[src/rtl/game_pkg.sv]
// Shared types and constants for the turn scheduler and its next-player search.
// Holds the FSM state enum, the finish-bit position and the player-ID width helper.
// Pure declarations: no logic, no latency, no flow control.
package game_pkg;

  typedef enum logic [1:0] {
    ST_IDLE = 2'd0,
    ST_PLAY = 2'd1,
    ST_OVER = 2'd2
  } state_e;

  // Bit of a player's status code that signals "this player has finished".
  localparam int STATUS_FINISH_BIT = 2;

  // Player index width; a single player still needs a one-bit index.
  function automatic int id_width(input int n);
    return (n <= 1) ? 1 : $clog2(n);
  endfunction

endpackage

[src/rtl/next_player_pick.sv]
// Circular priority search for the next unfinished player after the current one.
// Latency: purely combinational.
// No flow control; none_left_o flags that no other unfinished player exists.
module next_player_pick
  import game_pkg::*;
#(
  parameter int N_PLAYERS = 4,
  parameter int ID_W      = id_width(N_PLAYERS)
) (
  input  logic [N_PLAYERS-1:0] finished_i,
  input  logic [ID_W-1:0]      cur_player_i,
  output logic [ID_W-1:0]      next_o,
  output logic                 none_left_o
);

  int idx;

  // Walk distances from farthest to nearest so the nearest unfinished player wins.
  always_comb begin
    next_o      = cur_player_i;
    none_left_o = 1'b1;
    idx         = 0;
    for (int d = N_PLAYERS - 1; d >= 1; d--) begin
      idx = int'(cur_player_i) + d;
      if (idx >= N_PLAYERS) begin
        idx = idx - N_PLAYERS;
      end
      if (!finished_i[idx[ID_W-1:0]]) begin
        next_o      = idx[ID_W-1:0];
        none_left_o = 1'b0;
      end
    end
  end

endmodule

[src/rtl/game_scheduler.sv]
// Turn scheduler: rotates the turn over unfinished players each DIV-cycle slice, ranks finishers.
// Latency: a finish seen on status_in updates finished/rank_order/win_pulse one cycle later.
// No backpressure; start is a level sampled only in IDLE/OVER. Macro GAME_SCHED_AUTORANK_EN auto-ranks the last player.
module game_scheduler
  import game_pkg::*;
#(
  parameter  int N_PLAYERS = 4,
  parameter  int DIV       = 10000,
  parameter  int STATUS_W  = 4,
  parameter  int POS_W     = 3,
  localparam int ID_W      = id_width(N_PLAYERS),
  localparam int CNT_W     = $clog2(N_PLAYERS + 1),
  localparam int PRE_W     = $clog2(DIV)
) (
  input  logic                          clk,
  input  logic                          rst,
  input  logic                          start,
  input  logic [N_PLAYERS*STATUS_W-1:0] status_in,
  input  logic [N_PLAYERS*POS_W-1:0]    position_in,
  output logic [N_PLAYERS-1:0]          enable,
  output logic                          win_pulse,
  output logic [ID_W-1:0]               cur_player,
  output logic [STATUS_W-1:0]           status_code,
  output logic [POS_W-1:0]              position,
  output logic [N_PLAYERS-1:0]          finished,
  output logic [CNT_W-1:0]              finish_count,
  output logic [N_PLAYERS*ID_W-1:0]     rank_order,
  output logic                          game_over
);

  state_e                    state_q, state_d;
  logic [ID_W-1:0]           cur_q, cur_d;
  logic [PRE_W-1:0]          presc_q, presc_d;
  logic [N_PLAYERS-1:0]      finished_q, finished_d;
  logic [CNT_W-1:0]          count_q, count_d, count_inc;
  logic [N_PLAYERS*ID_W-1:0] rank_q, rank_d;
  logic                      win_q, win_d;

  logic [N_PLAYERS-1:0]      cur_onehot;
  logic [ID_W-1:0]           pick_next;
  logic                      pick_none;
  logic                      fin_now;

  next_player_pick #(
    .N_PLAYERS (N_PLAYERS),
    .ID_W      (ID_W)
  ) u_pick (
    .finished_i   (finished_q),
    .cur_player_i (cur_q),
    .next_o       (pick_next),
    .none_left_o  (pick_none)
  );

  // Decode the turn holder into a one-hot mask.
  always_comb begin
    cur_onehot = '0;
    for (int i = 0; i < N_PLAYERS; i++) begin
      cur_onehot[i] = (cur_q == ID_W'(i));
    end
  end

  assign status_code  = status_in[cur_q*STATUS_W +: STATUS_W];
  assign position     = position_in[cur_q*POS_W +: POS_W];
  assign enable       = (state_q == ST_PLAY) ? (cur_onehot & ~finished_q) : '0;
  assign win_pulse    = win_q;
  assign cur_player   = cur_q;
  assign finished     = finished_q;
  assign finish_count = count_q;
  assign rank_order   = rank_q;
  assign game_over    = (state_q == ST_OVER);

  assign count_inc = count_q + CNT_W'(1);
  // A finish only counts once per player, and only while a game is running.
  assign fin_now   = (state_q == ST_PLAY) && status_code[STATUS_FINISH_BIT] && !finished_q[cur_q];

  // Next-state logic: a finish takes priority over the slice wrap, so the turn advances once.
  always_comb begin
    state_d    = state_q;
    cur_d      = cur_q;
    presc_d    = presc_q;
    finished_d = finished_q;
    count_d    = count_q;
    rank_d     = rank_q;
    win_d      = 1'b0;
    case (state_q)
      ST_IDLE, ST_OVER: begin
        presc_d = '0;
        if (start) begin
          state_d    = ST_PLAY;
          cur_d      = '0;
          finished_d = '0;
          count_d    = '0;
          rank_d     = '0;
        end
      end
      ST_PLAY: begin
        if (fin_now) begin
          finished_d = finished_q | cur_onehot;
          for (int k = 0; k < N_PLAYERS; k++) begin
            if (count_q == CNT_W'(k)) begin
              rank_d[k*ID_W +: ID_W] = cur_q;
            end
          end
          count_d = count_inc;
          win_d   = 1'b1;
          presc_d = '0;
          cur_d   = pick_next;
          if (count_inc == CNT_W'(N_PLAYERS)) begin
            state_d = ST_OVER;
            cur_d   = cur_q;
          end
`ifdef GAME_SCHED_AUTORANK_EN
          // Exactly one unfinished player remains: rank it now, it never gets to finish itself.
          else if ((N_PLAYERS >= 2) && (count_inc == CNT_W'(N_PLAYERS - 1))) begin
            for (int k = 0; k < N_PLAYERS; k++) begin
              if (count_inc == CNT_W'(k)) begin
                rank_d[k*ID_W +: ID_W] = pick_next;
              end
            end
            count_d    = CNT_W'(N_PLAYERS);
            finished_d = '1;
            state_d    = ST_OVER;
            cur_d      = cur_q;
          end
`endif
        end else if (presc_q == PRE_W'(DIV - 1)) begin
          presc_d = '0;
          cur_d   = pick_none ? cur_q : pick_next;
        end else begin
          presc_d = presc_q + PRE_W'(1);
        end
      end
      default: begin
        state_d = ST_IDLE;
      end
    endcase
  end

  // State, prescaler and rank registers; reset aborts any game in progress.
  always_ff @(posedge clk or posedge rst) begin
    if (rst) begin
      state_q    <= ST_IDLE;
      cur_q      <= '0;
      presc_q    <= '0;
      finished_q <= '0;
      count_q    <= '0;
      rank_q     <= '0;
      win_q      <= 1'b0;
    end else begin
      state_q    <= state_d;
      cur_q      <= cur_d;
      presc_q    <= presc_d;
      finished_q <= finished_d;
      count_q    <= count_d;
      rank_q     <= rank_d;
      win_q      <= win_d;
    end
  end

endmodule
[config.mk]
export PLATFORM = sky130hd
export DESIGN_NAME = game_scheduler
export DESIGN_NICKNAME = d
export VERILOG_FILES = /design/src/rtl/game_pkg.sv /design/src/rtl/next_player_pick.sv /design/src/rtl/game_scheduler.sv
export SDC_FILE = /design/constraint.sdc
export NUM_CORES = 1
export LEC_CHECK = 0
export ABC_CLOCK_PERIOD_IN_PS = 6700
export CORE_AREA = 2 2 81 83
export DETAILED_ROUTE_END_ITERATION = 8
export DIE_AREA = 0 0 83 85
export PLACE_DENSITY_LB_ADDON = 0.3
export SYNTH_ARGS = -nofsm -noshare
export SYNTH_HDL_FRONTEND = slang
export SYNTH_SLANG_ARGS = --single-unit
[constraint.sdc]
create_clock -name clk -period 6.7 [get_ports clk]
set_clock_uncertainty 0.05 [all_clocks]
set_input_delay 1.005 -clock clk [delete_from_list [all_inputs] [get_ports clk]]
set_output_delay 1.005 -clock clk [all_outputs]
set_load 0.01 [all_outputs]
### After elaboration in Yosys (flattened, before gate mapping)

Index checks and enable logic that the tools add are counted.

* logic and storage cells: 112
* bits in registers: 34
* output and inout bits: 30
* input port bits: 31

* multipliers: 1
* magnitude comparators: 7
* reductions and logical operators: 15
* bitwise logic cells: 3
* muxes and demuxes: 46
* $add $sub $neg: 8
* shift-type cells: 2
* equal/unequal tests: 20

Operators by type and width (number)
* 2-bit 2-to-1 mux: 18
* 14-bit 2-to-1 mux: 2
* 14-bit case mux with 2 select lines: 1
* 8-bit 2-to-1 mux: 2
* 8-bit case mux with 2 select lines: 1
* 4-bit AND reduction: 4
* 16-bit by 5-bit indexed part select with 4-bit output: 1
* 14-bit by 1-bit adder with 14-bit output, second input constant: 1
* 14-bit equality test, second input constant: 1
* 2-bit by 3-bit less-than comparator with 1-bit output, second input constant: 4
* 4-bit 2-to-1 mux: 3
* 12-bit by 5-bit indexed part select with 3-bit output: 1
* 2-bit by 1-bit != test with 1-bit output, second input constant: 5
* 3-bit greater-or-equal comparator, second input constant: 3
* 1-bit 2-to-1 mux: 9
* 1-bit binary-select mux with 2-bit select: 4
* 2-bit case mux with 2 select lines: 2
* 4-bit case mux with 2 select lines: 1
* 2-bit by 2-bit adder with 3-bit output, second input constant: 2
* 2-bit equality test, second input constant: 3
* 3-bit by 2-bit equality test with 1-bit output, second input constant: 2
* 3-bit 2-to-1 mux: 2
* 3-bit != test, second input constant: 2
* 3-bit case mux with 2 select lines: 1
* 20 further kinds: 27

### Longest topological paths before layout

Gate-level depths: netlist (run 1).

* depth in word-level cells: 12
* gate-level depth with buffers: 8
* mapped depth without buffers: 6

### Hierarchy

Synthesis (run 1) repeated with hierarchy kept, for this count alone.

* cells, all modules: 200
* area total of the unflattened synthesis: 2049.5 µm²

Modules (own cells, without submodules)
* game_scheduler: area each 1928.1 µm², sequential area each 850.8 µm², cells an instance 184, times used 1
* next_player_pick: area each 121.4 µm², sequential area each 0.0 µm², cells an instance 16, times used 1

### Worst setup path before layout (run 1)

No wires, ideal clock.

* path type: reg-to-output
* from: register cur_q[0], in the netlist cur_player[0]
* to: output port position[0]
* cell stages (with the launch flop): 4
* buffers on the path: 2
* slack: 4.034 ns
* data required time: 5.645 ns
* arrival time: 1.611 ns
* path through: dfrtp_1 -> buf_4 -> buf_1 -> mux4_2

* cells in the longest elaborated chain, start to end: 2

RTL lines
* start: declaration: line game_scheduler.sv:32 `logic [ID_W-1:0] cur_q, cur_d;`
* start signal: assignment: line game_scheduler.sv:151 `cur_q <= cur_d;`
* 2-bit by 2-bit multiplier with 4-bit output: line game_scheduler.sv:63 `assign position = position_in[cur_q*POS_W +: POS_W];`
* 12-bit by 5-bit indexed part select with 3-bit output: line game_scheduler.sv:63
* end: declaration: line game_scheduler.sv:24 `output logic [POS_W-1:0] position,`

Every way passes these cells.

### Worst setup path after layout (run 1)

* from: input port status_in[14]
* to: output port status_code[2]

* cells in the longest elaborated chain, start to end: 1

RTL lines
* start: declaration: line game_scheduler.sv:18 `input logic [N_PLAYERS*STATUS_W-1:0] status_in,`
* 16-bit by 5-bit indexed part select with 4-bit output: line game_scheduler.sv:62 `assign status_code = status_in[cur_q*STATUS_W +: STATUS_W];`
* end: declaration: line game_scheduler.sv:23 `output logic [STATUS_W-1:0] status_code,`

Every way passes these cells.

==> results.yml, run 1 <==
clock_network:
  cts_buffer_depth: 2
  cts_root_buf: "clkbuf_8"
  numCtsBuffers: 5
  cts_hold_buf: 0
  tritoncts: "yes"
  cts_resized: 0
  htree_levels: 2
  clock-sinks: 34
  post_cts_buffers: 0
  insertion_delay_ns: 0.29
  clk_pin_slew_ns: 0.07
floorplan:
  fp-row-count: 29
  fp.coreArea_mm2: 0.00620
  die_h_um: 85
  die_x_um: 83
  dieArea_mm2: 0.00706
  pin_count: 61
  initial_core_util: 0.345
placed_design:
  dp_hpwl_um: 3510
  gp_congestion: 0.767
  placedInstanceArea_mm2: 0.00281
  portBuffers: 60
hold_path:
  hp-class: "flip-flop to flip-flop"
  hold-path-endpoint: "presc_q[2]"
  hold_start: "presc_q[2]"
  hold_depth: 1
synthesis:
  synthCells: 210
  ys_seq_area_frac: 0.397
  yosys.area.top_type_share: 0.397
  synthFlopType: "dfrtp_1"
  yosysWarnings: 0
  avgSynthCellArea_um2: 10.2
  async_flop_share: 1.00
  synth_nets: 252
  synth.largest_area_cell: "dfrtp_1"
  yosysUniqueCellTypes: 42
  ys_top_cells_by_area: "dfrtp_1 40%, mux4_2 9.5%, ha_1 6.4%, mux2_4 4.2%, nand2_1 3.9%"
  syn-cell-area_mm2: 0.00214
  ys_ff_latch: 34
  synth_edf_count: 0
detailed_routing:
  wire_per_inst_um: 13.9
  routed_via_density: 5.19
  num_vias: 1802
  drt-met1-wl_um: 2180
  drc: 0
  highest_layer: "met4"
  drtPass1Iterations: 4
  wl_met2_um: 2420
  ant_nets: 0
  wl_met3_um: 178
  drt_wl_total_um: 4840
  drt-initial-drc-count: 62
timing:
  setup_viol: 0
  period_share: 0.514
  hold_violations: 0
  maxSlewViolCount: 0
  slew_headroom: 0.427
  rsz0062_at_grt: "no"
  fmax_mhz: 290
  worst_pin_slew_ns: 0.859
  min_period_ns: 3.44
  tns_ns: 0
critical_path:
  cp.required_ns: 5.64
  worstSetupPathType: "input pin to output pin"
  crit_path_end_kind: "output pin"
  critPathMaxFanout: 3
  r2r_end: "rank_order[3]"
  arrival_ns: 2.39
  timing.rr.start: "cur_player[0]"
  r2r_cells: 5
  start_kind: "input pin"
  cp-startpoint: "status_in[14]"
  rrSetupSlack_ns: 3.73
global_routing:
  grt_pass1_vias: 1761
  grt_overflow_total: 0
  grt_max_degree: 35
  grt_usage: 0.142
  antenna_found_initial: 0
  grt_pass1_wl_um: 8140
power_and_ir_drop:
  p_switching_mw: 0.500
  p_comb_frac: 0.562
  power_frac_seq: 0.297
  clockPowerShare: 0.141
  swShare: 0.399
  peakVddDrop_mv: 0.245
  power_density_mw_per_mm2: 430
  cellLeakagePower_nw: 1.24
  p_int_mw: 0.754
cells_and_area:
  fin_nets: 311
  antenna_cells: 0
  fill_cells: 591
  layout-drive-gt1-share: 0.104
  area_growth_pct: 36.2
  fin_area_mm2: 0.00292
outcome:
  status: "complete, no violations"
flow_run:
  cap_violations: 0
-- critical path: stages --
cell             delay, ns
clkdlybuf4s50_1       0.39
mux4_2                0.49
clkdlybuf4s50_1       0.50
-- through the flow --
step	hold slack (ns)	total power, mW	utilization	std cells	setup slack (ns)
6_report	0.441	1.25	0.470	347	3.26
5_1_grt	0.484	1.36	0.470	347	3.07
4_1_cts	0.442	1.27	0.470	347	3.20
3_5_place_dp	0.433	1.09	0.453	339	3.25
3_3_place_gp	0.428	1.08	0.453	339	3.26
2_1_floorplan	0.402	0.819	-	210	4.03
-- cell usage in the layout (no fill, tap or decap), types with 6 or more instances in the layout --
cell / Yosys / final
nand2_1: 22 / 22
mux2_4: 6 / 6
dfrtp_1: 34 / 34
a21oi_1: 8 / 8
nor2_1: 20 / 20
nand3_1: 8 / 8
nor2b_1: 6 / 6
mux4_2: 9 / 9
inv_1: 8 / 8
clkdlybuf4s50_1: 0 / 60
clkbuf_8: 0 / 8
ha_1: 11 / 11
-- metal layers --
metal | global-route usage | vias to the layer above
met5 | 0 | -
met4 | 0.0462 | 0
met3 | 0.0350 | 9
met2 | 0.247 | 39
met1 | 0.174 | 876
li1 | - | 878
-- kinds of logic (layout without fill, tap and decap cells) --
| logic type | Yosys count | count (layout) | share of synthesized area |
|---|---|---|---|
| AOI/OAI and AO/OA | 35 | 35 | 0.107 |
| xor gates and xnor gates | 6 | 6 | 0.0245 |
| adders and majority gates | 11 | 11 | 0.0643 |
| buffers and inverters | 17 | 77 | 0.0321 |
| DFF | 34 | 34 | 0.397 |
| muxes | 23 | 23 | 0.176 |
| and+or+nand+nor | 84 | 84 | 0.199 |
-- power by group through the flow --
stage | registers (mW) | clock network (mW) | logic [mW]
6_report | 0.372 | 0.177 | 0.704
5_1_grt | 0.389 | 0.191 | 0.778
4_1_cts | 0.376 | 0.183 | 0.713
3_5_place_dp | 0.379 | 0 | 0.709
3_3_place_gp | 0.379 | 0 | 0.705
2_1_floorplan | 0.341 | 0 | 0.478
-- state kept, by name (all words and copies together), names as in the netlist --
| name | count |
|---|---|
| finished | 4 |
| win_pulse | 1 |
| rank_order | 8 |
| presc_q | 14 |
| finish_count | 3 |
| state_q | 2 |
| cur_player | 2 |
-- synthesized netlist by cell type, types with 6 or more instances --
cell type and instances:
nor2_1 20, dfrtp_1 34, mux4_2 9, ha_1 11, nor2b_1 6, mux2_4 6, nand2_1 22, a21oi_1 8
inv_1 8, nand3_1 8
-- layout make-up --
cell class / count / area [um^2] / share of cell area
clock buffer: 8 / 110 / 0.0377
tap: 77 / 96.3 / 0.0330
inverter: 8 / 30.0 / 0.0103
sequential: 34 / 851 / 0.292
timing repair buffer: 61 / 608 / 0.208
multi-input combinational: 159 / 1220 / 0.419
-- how the worst max path moves through the flow --
stage | cells past startpoint | end
floorplan | 3 | position[0]
global placement | 3 | status_code[2]
detailed placement | 3 | status_code[2]
CTS | 4 | enable[2]
global route | 4 | enable[2]
finish | 3 | status_code[2]
No activity file was read; power rests on OpenSTA's default activity.
==> run 2, diff against run 1 <==
- ABC_CLOCK_PERIOD_IN_PS: 6700 -> 2900
- clock period: 6.7 -> 2.9 ns (I/O delays scaled with it)
==> results.yml, run 2 (synthesis gave the netlist of run 1 again) <==
clock_network:
  cts_resized: 0
  htree_levels: 2
  insertion_delay_ns: 0.29
  cts_hold_buf: 0
  clock-sinks: 34
  clk_pin_slew_ns: 0.07
  tritoncts: "yes"
  post_cts_buffers: 0
  numCtsBuffers: 5
  cts_buffer_depth: 2
  cts_root_buf: "clkbuf_8"
detailed_routing:
  drc: 0
  wire_per_inst_um: 14.8
  drtPass1Iterations: 5
  routed_via_density: 5.17
  ant_nets: 0
  drt_wl_total_um: 5230
  drt-initial-drc-count: 106
  num_vias: 1830
floorplan:
  initial_core_util: 0.345
  die_h_um: 85
  fp.coreArea_mm2: 0.00620
  pin_count: 61
  fp-row-count: 29
  die_x_um: 83
  dieArea_mm2: 0.00706
critical_path:
  cp.required_ns: 2.41
  arrival_ns: 2.16
  crit_path_max_incr_delay_ns: 0.57
  start_kind: "flip-flop"
  crit_path_end_kind: "output pin"
  critPathMaxFanout: 13
  worstSetupPathType: "flip-flop to output pin"
  crit_slowest_cell: "dfrtp_1"
  critical_path.cell_chain: "nand2b_1 -> nor3b_1 -> clkdlybuf4s50_1"
timing:
  rsz0062_at_grt: "no"
  maxSlewViolCount: 0
  period_share: 0.910
  slew_headroom: 0.562
  fmax_mhz: 379
  hold_ws_ns: 0.455
  min_period_ns: 2.64
  worst_pin_slew_ns: 0.648
  tns_ns: 0
  worst_slack_ns: 0.260
  setup_viol: 0
  hold_violations: 0
cells_and_area:
  layout_commonest_cell: "clkdlybuf4s50_1"
  multi_input_area_mm2: 0.00122
  area_growth_pct: 38.6
  top_register: "presc_q"
  fill_cells: 578
  layout-drive-gt1-share: 0.126
  mostFrequentLayoutCells: "60 x clkdlybuf4s50_1, 34 x dfrtp_1, 22 x nand2_1"
  antenna_cells: 0
  seqCellArea_um2: 851
  fin_nets: 318
  largest_reg_flops: 14
power_and_ir_drop:
  peakVddDrop_mv: 0.719
  total_power_mw: 3.03
  power_density_mw_per_mm2: 1020
  cellLeakagePower_nw: 1.28
placed_design:
  portBuffers: 60
  dp_hpwl_um: 3810
  gp_congestion: 0.822
  pre_cts_ws_ns: 0.361
global_routing:
  antenna_found_initial: 0
  grt_overflow_total: 0
  grt_usage: 0.156
  grt_pass1_vias: 1951
  grt_max_degree: 35
  grt_pass1_wl_um: 9010
hold_path:
  hp-class: "flip-flop to flip-flop"
outcome:
  status: "complete, no violations"
flow_run:
  cap_violations: 0
run 2: cell count changes in the layout (fill, tap and decap cells not counted), sizes merged:
cell,delta
clkbuf,-3
clkinv,+2
buf,+7
bufinv,+1
run 2: final timing paths:
| kind | start | to | depth (start not counted) | slack (ns) |
|---|---|---|---|---|
| max in group asynchronous | rst | presc_q[12] | 3 | 1.98 |
| worst max-delay path | state_q[0] | enable[1] | 3 | 0.26 |
| worst max register to register | cur_player[0] | cur_player[1] | 5 | 0.40 |
| min in group asynchronous | rst | cur_player[0] | 3 | 0.50 |
| worst min-delay path | presc_q[2] | presc_q[2] | 1 | 0.46 |
| worst min register to register | presc_q[2] | presc_q[2] | 1 | 0.46 |
run 2: critical path: cells and delay by family, from the launching register on:
family | cells | cell delay [ns]
and+or+nand+nor | 2 | 0.72
DFF | 1 | 0.57
buffers and inverters | 1 | 0.57
run 2: area by class of cell:
cell class / instances / area share
clock buffer: 5 / 0.0232
clock inverter: 3 / 0.0135
inverter: 8 / 0.0101
multi-input combinational: 159 / 0.412
sequential: 34 / 0.287
tap: 77 / 0.0324
timing repair buffer: 68 / 0.223
run 2: metal layers:
metal  up-vias  track usage  wire [um]
li1        890            -          -
met1       900        0.193       2300
met2        34        0.276       2710
met3         6       0.0292        175
met4         0       0.0492         46
met5         -            0          0
run 2: through the flow:
step | std cells | area, um^2 | utilization
6_report | 354 | 2970 | 0.479
5_1_grt | 354 | 2970 | 0.479
4_1_cts | 354 | 2970 | 0.479
3_5_place_dp | 346 | 2860 | 0.461
3_3_place_gp | 346 | 2860 | 0.461
2_1_floorplan | 210 | 2140 | -
run 2: power by group:
part	internal, mW	total [mW]	switching [mW]	leakage, nW
logic	0.949	1.78	0.835	0.777
registers	0.613	0.813	0.200	0.440
clock network	0.253	0.435	0.182	0.0579
total	1.82	3.03	1.22	1.28
